===== src/rtl/spi_tx_scheduler_if.sv =====
// Signal bundle between spi_tx_scheduler, its requesters and the shared serial TX engine.
// The master modport is the scheduler's view; slave is the client/engine side.
interface spi_tx_scheduler_if #(
  parameter int NREQ = 4,
  parameter int DW   = 8
) ();
  localparam int PW = $clog2(NREQ);

  // Handshake: requester i raises req[i] with its req_data slice stable and holds
  // both until gnt[i] pulses; data is taken on that grant edge only. Dropping req
  // before the grant withdraws it. tx_start is a one-cycle strobe, tx_data holds
  // until a one-cycle tx_done is seen while the scheduler waits on the engine.
  logic [NREQ-1:0]    req;
  logic [NREQ*DW-1:0] req_data;
  logic [NREQ-1:0]    gnt;
  logic [NREQ-1:0]    cs_n;
  logic               tx_start;
  logic [DW-1:0]      tx_data;
  logic               tx_done;
  logic [PW-1:0]      owner;
  logic               busy;
  logic               err;
  logic [1:0]         state;

  modport master (
    input  req, req_data, tx_done,
    output gnt, cs_n, tx_start, tx_data, owner, busy, err, state
  );

  modport slave (
    output req, req_data, tx_done,
    input  gnt, cs_n, tx_start, tx_data, owner, busy, err, state
  );
endinterface


===== src/rtl/spi_tx_scheduler.sv =====
// Round-robin scheduler sharing one serial TX engine among NREQ requesters.
// Optional watchdog on the engine wait is enabled by defining SPI_SCHED_TIMEOUT_EN.
module spi_tx_scheduler #(
  parameter int NREQ    = 4,
  parameter int DW      = 8,
  parameter int GAP     = 2,
  parameter int TIMEOUT = 64
) (
  input  logic               clk,
  input  logic               rst,
  spi_tx_scheduler_if.master bus
);
  localparam int PW = $clog2(NREQ);
  localparam int IW = PW + 1;

  typedef enum logic [1:0] {
    S_IDLE  = 2'd0,
    S_SETUP = 2'd1,
    S_WAIT  = 2'd2,
    S_GAP   = 2'd3
  } state_t;

  state_t          state;
  logic [NREQ-1:0] gnt_q;
  logic [NREQ-1:0] cs_n_q;
  logic            tx_start_q;
  logic [DW-1:0]   tx_data_q;
  logic [PW-1:0]   owner_q;
  logic [PW-1:0]   rr_ptr;
  logic            busy_q;
  logic            err_q;
  logic [7:0]      gap_cnt;
  logic [PW-1:0]   win;
  logic            win_vld;
  logic [IW-1:0]   idx;
  logic [PW-1:0]   next_ptr;
  logic            tm_hit;

  // First set request at or above rr_ptr, wrapping; idx never exceeds 2*NREQ-2.
  always_comb begin
    win     = '0;
    win_vld = 1'b0;
    idx     = '0;
    for (int i = 0; i < NREQ; i++) begin
      idx = {1'b0, rr_ptr} + IW'(i);
      if (idx >= IW'(NREQ)) idx = idx - IW'(NREQ);
      if (!win_vld && bus.req[idx[PW-1:0]]) begin
        win     = idx[PW-1:0];
        win_vld = 1'b1;
      end
    end
  end

  assign next_ptr = (owner_q == PW'(NREQ - 1)) ? '0 : owner_q + 1'b1;

`ifdef SPI_SCHED_TIMEOUT_EN
  localparam int TW = $clog2(TIMEOUT + 1);
  logic [TW-1:0] tm_cnt;
  assign tm_hit = (tm_cnt == TW'(TIMEOUT - 1));
`else
  // Watchdog absent: TIMEOUT is a non-negative count, so this is constant 0.
  assign tm_hit = (TIMEOUT < 0);
`endif

  always_ff @(posedge clk) begin
    if (rst) begin
      state      <= S_IDLE;
      gnt_q      <= '0;
      cs_n_q     <= '1;
      tx_start_q <= 1'b0;
      tx_data_q  <= '0;
      owner_q    <= '0;
      rr_ptr     <= '0;
      busy_q     <= 1'b0;
      err_q      <= 1'b0;
      gap_cnt    <= '0;
`ifdef SPI_SCHED_TIMEOUT_EN
      tm_cnt     <= '0;
`endif
    end else begin
      gnt_q <= '0;
      err_q <= 1'b0;
      case (state)
        S_IDLE: begin
          if (win_vld) begin
            gnt_q[win]  <= 1'b1;
            cs_n_q      <= '1;
            cs_n_q[win] <= 1'b0;
            tx_data_q   <= bus.req_data[win*DW +: DW];
            owner_q     <= win;
            busy_q      <= 1'b1;
            state       <= S_SETUP;
          end
        end
        S_SETUP: begin
          tx_start_q <= 1'b1;
          state      <= S_WAIT;
`ifdef SPI_SCHED_TIMEOUT_EN
          tm_cnt     <= '0;
`endif
        end
        S_WAIT: begin
          tx_start_q <= 1'b0;
          // tx_done has priority, so err only fires on a genuine timeout.
          if (bus.tx_done || tm_hit) begin
            err_q   <= ~bus.tx_done;
            cs_n_q  <= '1;
            rr_ptr  <= next_ptr;
            gap_cnt <= '0;
            if (GAP == 0) begin
              state  <= S_IDLE;
              busy_q <= 1'b0;
            end else begin
              state  <= S_GAP;
            end
          end
`ifdef SPI_SCHED_TIMEOUT_EN
          else begin
            tm_cnt <= tm_cnt + 1'b1;
          end
`endif
        end
        S_GAP: begin
          if (gap_cnt == 8'(GAP - 1)) begin
            state  <= S_IDLE;
            busy_q <= 1'b0;
          end else begin
            gap_cnt <= gap_cnt + 1'b1;
          end
        end
        default: state <= S_IDLE;
      endcase
    end
  end

  assign bus.gnt      = gnt_q;
  assign bus.cs_n     = cs_n_q;
  assign bus.tx_start = tx_start_q;
  assign bus.tx_data  = tx_data_q;
  assign bus.owner    = owner_q;
  assign bus.busy     = busy_q;
  assign bus.err      = err_q;
  assign bus.state    = state;
endmodule


===== src/flat_wrapper.sv =====
// flat-port wrapper written by rule: the top's interface ports become plain ports
module spi_tx_scheduler_flat 
#(
  parameter int NREQ    = 4,
  parameter int DW      = 8,
  parameter int GAP     = 2,
  parameter int TIMEOUT = 64
)
  (clk, rst, bus_req, bus_req_data, bus_tx_done, bus_gnt, bus_cs_n, bus_tx_start, bus_tx_data, bus_owner, bus_busy, bus_err, bus_state);
  spi_tx_scheduler_if #(.NREQ(NREQ), .DW(DW)) bus_i ();
  input  logic clk;
  input  logic rst;
  input wire logic [$bits(bus_i.req)-1:0] bus_req;
  input wire logic [$bits(bus_i.req_data)-1:0] bus_req_data;
  input wire logic [$bits(bus_i.tx_done)-1:0] bus_tx_done;
  output wire logic [$bits(bus_i.gnt)-1:0] bus_gnt;
  output wire logic [$bits(bus_i.cs_n)-1:0] bus_cs_n;
  output wire logic [$bits(bus_i.tx_start)-1:0] bus_tx_start;
  output wire logic [$bits(bus_i.tx_data)-1:0] bus_tx_data;
  output wire logic [$bits(bus_i.owner)-1:0] bus_owner;
  output wire logic [$bits(bus_i.busy)-1:0] bus_busy;
  output wire logic [$bits(bus_i.err)-1:0] bus_err;
  output wire logic [$bits(bus_i.state)-1:0] bus_state;
  assign bus_i.req = bus_req;
  assign bus_i.req_data = bus_req_data;
  assign bus_i.tx_done = bus_tx_done;
  assign bus_gnt = bus_i.gnt;
  assign bus_cs_n = bus_i.cs_n;
  assign bus_tx_start = bus_i.tx_start;
  assign bus_tx_data = bus_i.tx_data;
  assign bus_owner = bus_i.owner;
  assign bus_busy = bus_i.busy;
  assign bus_err = bus_i.err;
  assign bus_state = bus_i.state;
  spi_tx_scheduler #(.NREQ(NREQ), .DW(DW), .GAP(GAP), .TIMEOUT(TIMEOUT)) u_core (.clk(clk), .rst(rst), .bus(bus_i));
endmodule

===== config.mk =====
export PLATFORM = sky130hd
export DESIGN_NAME = spi_tx_scheduler_flat
export DESIGN_NICKNAME = d
export VERILOG_FILES = /design/src/rtl/spi_tx_scheduler_if.sv /design/src/rtl/spi_tx_scheduler.sv /design/src/flat_wrapper.sv
export SDC_FILE = /design/constraint.sdc
export NUM_CORES = 1
export LEC_CHECK = 0
export BUFFER_PORTS_ARGS = -buffer_cell sky130_fd_sc_hd__clkbuf_2
export CAP_MARGIN = 20
export CORE_ASPECT_RATIO = 1.75
export CORE_MARGIN = 2
export CORE_UTILIZATION = 46
export CTS_BUF_LIST = sky130_fd_sc_hd__clkbuf_4 sky130_fd_sc_hd__clkbuf_8
export CTS_CLUSTER_DIAMETER = 60
export DETAILED_ROUTE_END_ITERATION = 8
export HOLD_SLACK_MARGIN = 0.03
export MAX_ROUTING_LAYER = met4
export PLACE_DENSITY = 0.78
export SLEW_MARGIN = 10
export SYNTH_ARGS = -nofsm -noshare
export SYNTH_HDL_FRONTEND = slang
export SYNTH_SLANG_ARGS = --single-unit

===== constraint.sdc =====
create_clock -name clk -period 1.6 [get_ports clk]
set_clock_uncertainty 0.1 [all_clocks]
set_input_delay 0.16 -clock clk [delete_from_list [all_inputs] [get_ports clk]]
set_output_delay 0.16 -clock clk [all_outputs]
set_load 0.02 [all_outputs]

==> results of run 1 <==
## worst max path at each step
stage                              from                  end  slack (ns)  cells after the start
floorplan             u_core.gap_cnt[0]  u_core.bus.state[0]      0.0002                      5
global placement    u_core.bus.state[0]    u_core.gap_cnt[5]       -0.01                      6
detailed placement    u_core.gap_cnt[1]  u_core.bus.state[0]       -0.07                      6
CTS                   u_core.gap_cnt[1]  u_core.bus.state[0]       -0.04                      6
global route        u_core.bus.state[0]    u_core.gap_cnt[1]       -0.11                      8
finish                u_core.gap_cnt[1]  u_core.bus.state[0]       -0.03                      6
## cells by family after synthesis
kind of cell,Yosys count
and+or+nand+nor,66
DFF,33
adders and majority gates,7
AOI/OAI and AO/OA,34
xor gates and xnor gates,5
other,1
buffers and inverters,14
muxes,20
## worst max-delay path: stages, from the launching register on
cell and delay, ns:
dfxtp_2 0.32, inv_2 0.06, ha_4 0.11, nor4b_4 0.22
nand2_2 0.12, a221o_1 0.35, a221oi_2 0.25
## layout by cell type (no fill, tap or decap), types with 3 or more instances in the layout
cell type,netlist,layout
clkbuf_2,0,61
dfxtp_1,33,28
buf_4,0,20
nor2_1,22,19
mux2i_1,19,19
nand3b_1,9,9
o221ai_1,8,8
nand2_1,8,6
a21oi_1,8,6
clkbuf_8,0,6
o21bai_1,5,5
nand2_2,2,4
xor2_1,4,4
buf_6,2,4
nor4b_4,0,3
nand4_1,3,3
inv_1,6,3
nand2b_1,4,3
ha_4,0,3
ha_1,7,3
dfxtp_2,0,3
## per-layer routing
metal | up-vias | global-route usage (%)
met5 | - | -
met4 | 0 | 11.1
met3 | 12 | 5.11
met2 | 60 | 39.6
met1 | 789 | 19.0
li1 | 839 | -
## power by group
part | leakage, uW | internal, uW | switching [uW]
clock network | 0.0000619 | 524 | 297
logic | 0.000876 | 999 | 1050
registers | 0.000273 | 1020 | 132
total | 0.00121 | 2540 | 1480
## area by class of cell
type                       instances  area (sq um)
timing repair buffer              89           586
tap                               46          57.6
clock inverter                     1          30.0
fill                             288          1030
clock buffer                       7          90.1
multi-input combinational        133          1140
sequential                        33           672
inverter                           6          25.0
## flip-flops by register name, summed over array words and instances, names as in the netlist, 2 cells and up
register and cells:
u_core.bus.cs_n 4, u_core.bus.gnt 4, u_core.bus.owner 2, u_core.bus.state 2, u_core.bus.tx_data 8, u_core.gap_cnt 8, u_core.rr_ptr 2
## what timing repair did
action / in CTS / in global routing
endpoints found under the setup margin: 17 / 23
gates cloned: 0 / 3
buffers inserted: 1 / 3
pin swaps: 5 / 14
resized for setup: 12 / 19
## through the flow
stage | worst slack (ns) | utilization (%) | hold WS (ns) | instance area (sq um) | total power [uW]
final | -0.0298 | 71.6 | 0.0622 | 2600 | 4020
after global routing | -0.109 | 71.6 | 0.0701 | 2600 | 4270
after CTS | -0.0417 | 66.9 | 0.0553 | 2430 | 3760
after detailed placement | -0.0717 | 61.9 | 0.360 | 2250 | 2850
after global placement | -0.0111 | 61.9 | 0.347 | 2250 | 2800
after floorplan | 0.000210 | - | 0.220 | 1790 | 2330
==> out/results.ini, run 1 <==
[status]
outcome=finished, violations left
violations=setup timing

[grt]
gr-usage-all-layers_pct=21.3
grt_pass1_wl_um=6790
grt_max_degree=25
antenna_found_initial=0
grt_pass1_vias=1649
globalRoute.totalOverflow=0

[setup_path]
worst_setup_path_start_kind=flop
rr_startpoint=u_core.gap_cnt[1]
reg2reg_slack_ns=-0.03
crit_arrival_ns=1.72
rr_endpoint=u_core.bus.state[0]
cp_max_fo=3
worstPathRequired_ns=1.69
critPathKind=reg -> reg
r2r_cells=6
end_kind=flop

[routing]
wl_met2_um=2410
wl_met1_um=1600
wl_per_cell_um=14.1
drc_errors=0
dr.pass1.iters=4
routed_wl_um=4450
wl_met3_um=287
drt_iter0_markers=46
drtAntennaViolNets=0
dr_total_vias=1700
top_layer=met4
via_per_inst=5.40

[cts]
clock_latency_ns=0.29
cts_root_buf=clkbuf_8
cts_buffer_depth=2
cts_htree_levels=2
cts_buffers=5
cts_hold_buf=0
cts_tree=built
path_clk_slew_ns=0.06
clock-sinks=33

[floorplan]
die_area_sq_um=4290
coreArea_sq_um=3630
die_height_um=85.1
die_w_um=50.4
row_count=29
ioPinCount=62
start_util_pct=47.7

[timing]
finalCriticalPeriod_ns=1.63
hold_violations=0
setup_ws_ns=-0.0298
maxSlewViolCount=0
fmax_mhz=614
setup_viol=5
rsz0062_at_grt=yes
tns_ns=-0.0918
fin_crit_sh_pct=102

[logic_synthesis]
seq_area_frac_synth_pct=38.2
netlist_top_cells_count=33 x dfxtp_1, 22 x nor2_1, 19 x mux2i_1, 9 x nand3b_1
syn_area_per_cell_sq_um=9.61
synthSimpleGateAreaFrac_pct=22.6
muxShareOfSynthArea_pct=11.6
yosysUniqueCellTypes=43
syn-num-nets=226
synth_area_leaders=dfxtp_1 38%, mux2i_1 11%, ha_1 5.1%, nor2_1 4.8%, o221ai_1 4.0%
synth_compound_area_share_pct=14.8
synth-xor-area-share_pct=2.53
netlist_instances=180
synth_async_sr_flop_share_pct=0
synth_top_family_by_area=simple AND/OR/NAND/NOR gates
ys_ff_latch=33
yosys.area.top_type=dfxtp_1
synth_top_area_share_pct=38.2
yosys_most_used_dff=dfxtp_1
synth-edff-count=0
yosys.area_share.adder_pct=5.06
yosysWarnings=0
synthesis.area_sq_um=1730
synth.most_common_cell=dfxtp_1

[hold_path]
hold_end=u_core.rr_ptr[0]
min_path_cells=2
min-delay-start=rst
hold_path_class=in -> reg

[final_layout]
layout.cells.non_filler=315
area_delta_synth_final_pct=50.0
final_layout_size_suffix_gt1_share_pct=49.4
n_antenna_cell=0
fin_nets=314

[place]
dpl.hpwl_um=3250
io_buffer_count=61
placed_cells=300
gp_congestion=0.774

[power_and_ir_drop]
ir_drop_uv=1040
pwr_density_cell_nw_per_um2=1550
power.static_leakage_uw=0.00121

[run]
drv_cap=0

Note: power is estimated with default switching activity, not from simulation.
==> inputs of run 2 (changes only) <==
- CELL_PAD_IN_SITES_DETAIL_PLACEMENT: default -> 1
- CELL_PAD_IN_SITES_GLOBAL_PLACEMENT: default -> 2
- CORE_UTILIZATION: 46 -> 27
==> out/results.ini, run 2 (synthesis gave the netlist of run 1 again) <==
[setup_path]
crit_start=u_core.bus.state[0]
cp_top_family=compound AO/OA/AOI/OAI gates
cpMaxStageDelayCell=dfxtp_4
cp_num_buf_inv=3
crit_arrival_ns=1.77
worst_setup_path_start_kind=flop
max_stage_delay_ns=0.38
rr_startpoint=u_core.bus.state[0]
worstPathRequired_ns=1.71
cp_max_fo=5
path_cells=inv_6 > buf_12 > ha_4 > buf_4 > a221oi_2 > nor2_1 > a211oi_2
critPathKind=reg -> reg
end_kind=flop

[power_and_ir_drop]
power.static_leakage_uw=0.00130
finalPower_uw=4190
pwr_density_cell_nw_per_um2=1480
ir_drop_uv=586

[timing]
fmax_mhz=601
setup_viol=8
tns_ns=-0.174
hold_slack_ns=0.0663
rsz0062_at_grt=yes
maxSlewViolCount=0
fin_crit_sh_pct=104
setup_ws_ns=-0.0647
finalCriticalPeriod_ns=1.66
hold_violations=0

[cts]
cts_hold_buf=0
path_clk_slew_ns=0.07
clock_latency_ns=0.29
cts_buffer_depth=2
cts_htree_levels=2
cts_tree=built
cts_buffers=5
clock-sinks=33
cts_root_buf=clkbuf_8

[final_layout]
area_delta_synth_final_pct=63.7
layout.cells.most_common=clkbuf_2
final_layout_size_suffix_gt1_share_pct=55.8
utilization_pct=45.8
fin_nets=330
layout_common_cells=61 x clkbuf_2, 35 x buf_4, 27 x dfxtp_1, 18 x nor2_1, 17 x mux2i_1
n_antenna_cell=0
fillers=763

[routing]
wl_met1_um=1960
drc_errors=0
wl_met2_um=3190
dr.pass1.iters=4
drtAntennaViolNets=0
top_layer=met4
wl_met3_um=280
wl_per_cell_um=15.1
dr_total_vias=1774
via_per_inst=4.86
routed_wl_um=5500
drt_iter0_markers=62

[place]
gp_congestion=0.743
dpl.hpwl_um=3980
io_buffer_count=61
dp_slack_ns=-0.115

[floorplan]
ioPinCount=62
start_util_pct=28.0
die_w_um=64.5
die_height_um=110
coreArea_sq_um=6180
die_area_sq_um=7090
row_count=38

[status]
outcome=finished, violations left
violations=setup timing

[grt]
grt_max_degree=25
grt_pass1_wl_um=8450
globalRoute.totalOverflow=0
gr-usage-all-layers_pct=16.0
grt_pass1_vias=1832
antenna_found_initial=0

[run]
drv_cap=0

[hold_path]
min-delay-start=bus_req_data[30]
hold_path_class=in -> reg

[run 2: path summary, 6_finish.rpt]
kind                                         endpoint  slack (ns)  cells after the start
worst max register to register        u_core.bus.busy       -0.06                      7
worst max-delay path                  u_core.bus.busy       -0.06                      7
worst min register to register    u_core.bus.tx_start        0.40                      2
worst min-delay path            u_core.bus.tx_data[6]        0.07                      3
[run 2: layout make-up]
type                    instances  area (sq um)  share of cell area, %
multi-input cells             133          1230                   43.3
repair buffers                105           718                   25.4
flip-flops and latches         33           673                   23.8
well taps                      80           100                   3.53
clock buffers                   5          68.8                   2.43
inverters                       6          27.5                  0.972
clock inverters                 3          17.5                  0.618
[run 2: power by group]
group,switching (uW),internal (uW),total [uW]
Clock,331,300,631
Combinational,1200,1210,2410
Sequential,130,1020,1150
Total,1660,2530,4190
[run 2: per-stage QoR]
stage          std cells  cell area, sq um
3_3_place_gp         345              2370
4_1_cts              359              2630
2_1_floorplan        180              1790
6_report             365              2830
3_5_place_dp         345              2370
5_1_grt              365              2830
[run 2: per-layer routing]
layer	global-route usage (%)	up-vias
met5	-	-
met2	31.2	58
met4	5.47	0
li1	-	859
met3	3.68	5
met1	15.1	852
[run 2: timing repair]
action	4_1_cts	5_1_grt
setup buffers	6	3
gates resized for setup	24	27
endpoints found under the setup margin	17	29
cloned	0	3
pin swaps	8	20
[run 2: tightest hold or removal path: cells and delay by family]
family | cells | cell delay [ns]
multiplexers | 1 | 0.05
buffers and inverters | 1 | 0.07
AO/OA/AOI/OAI | 1 | 0.13
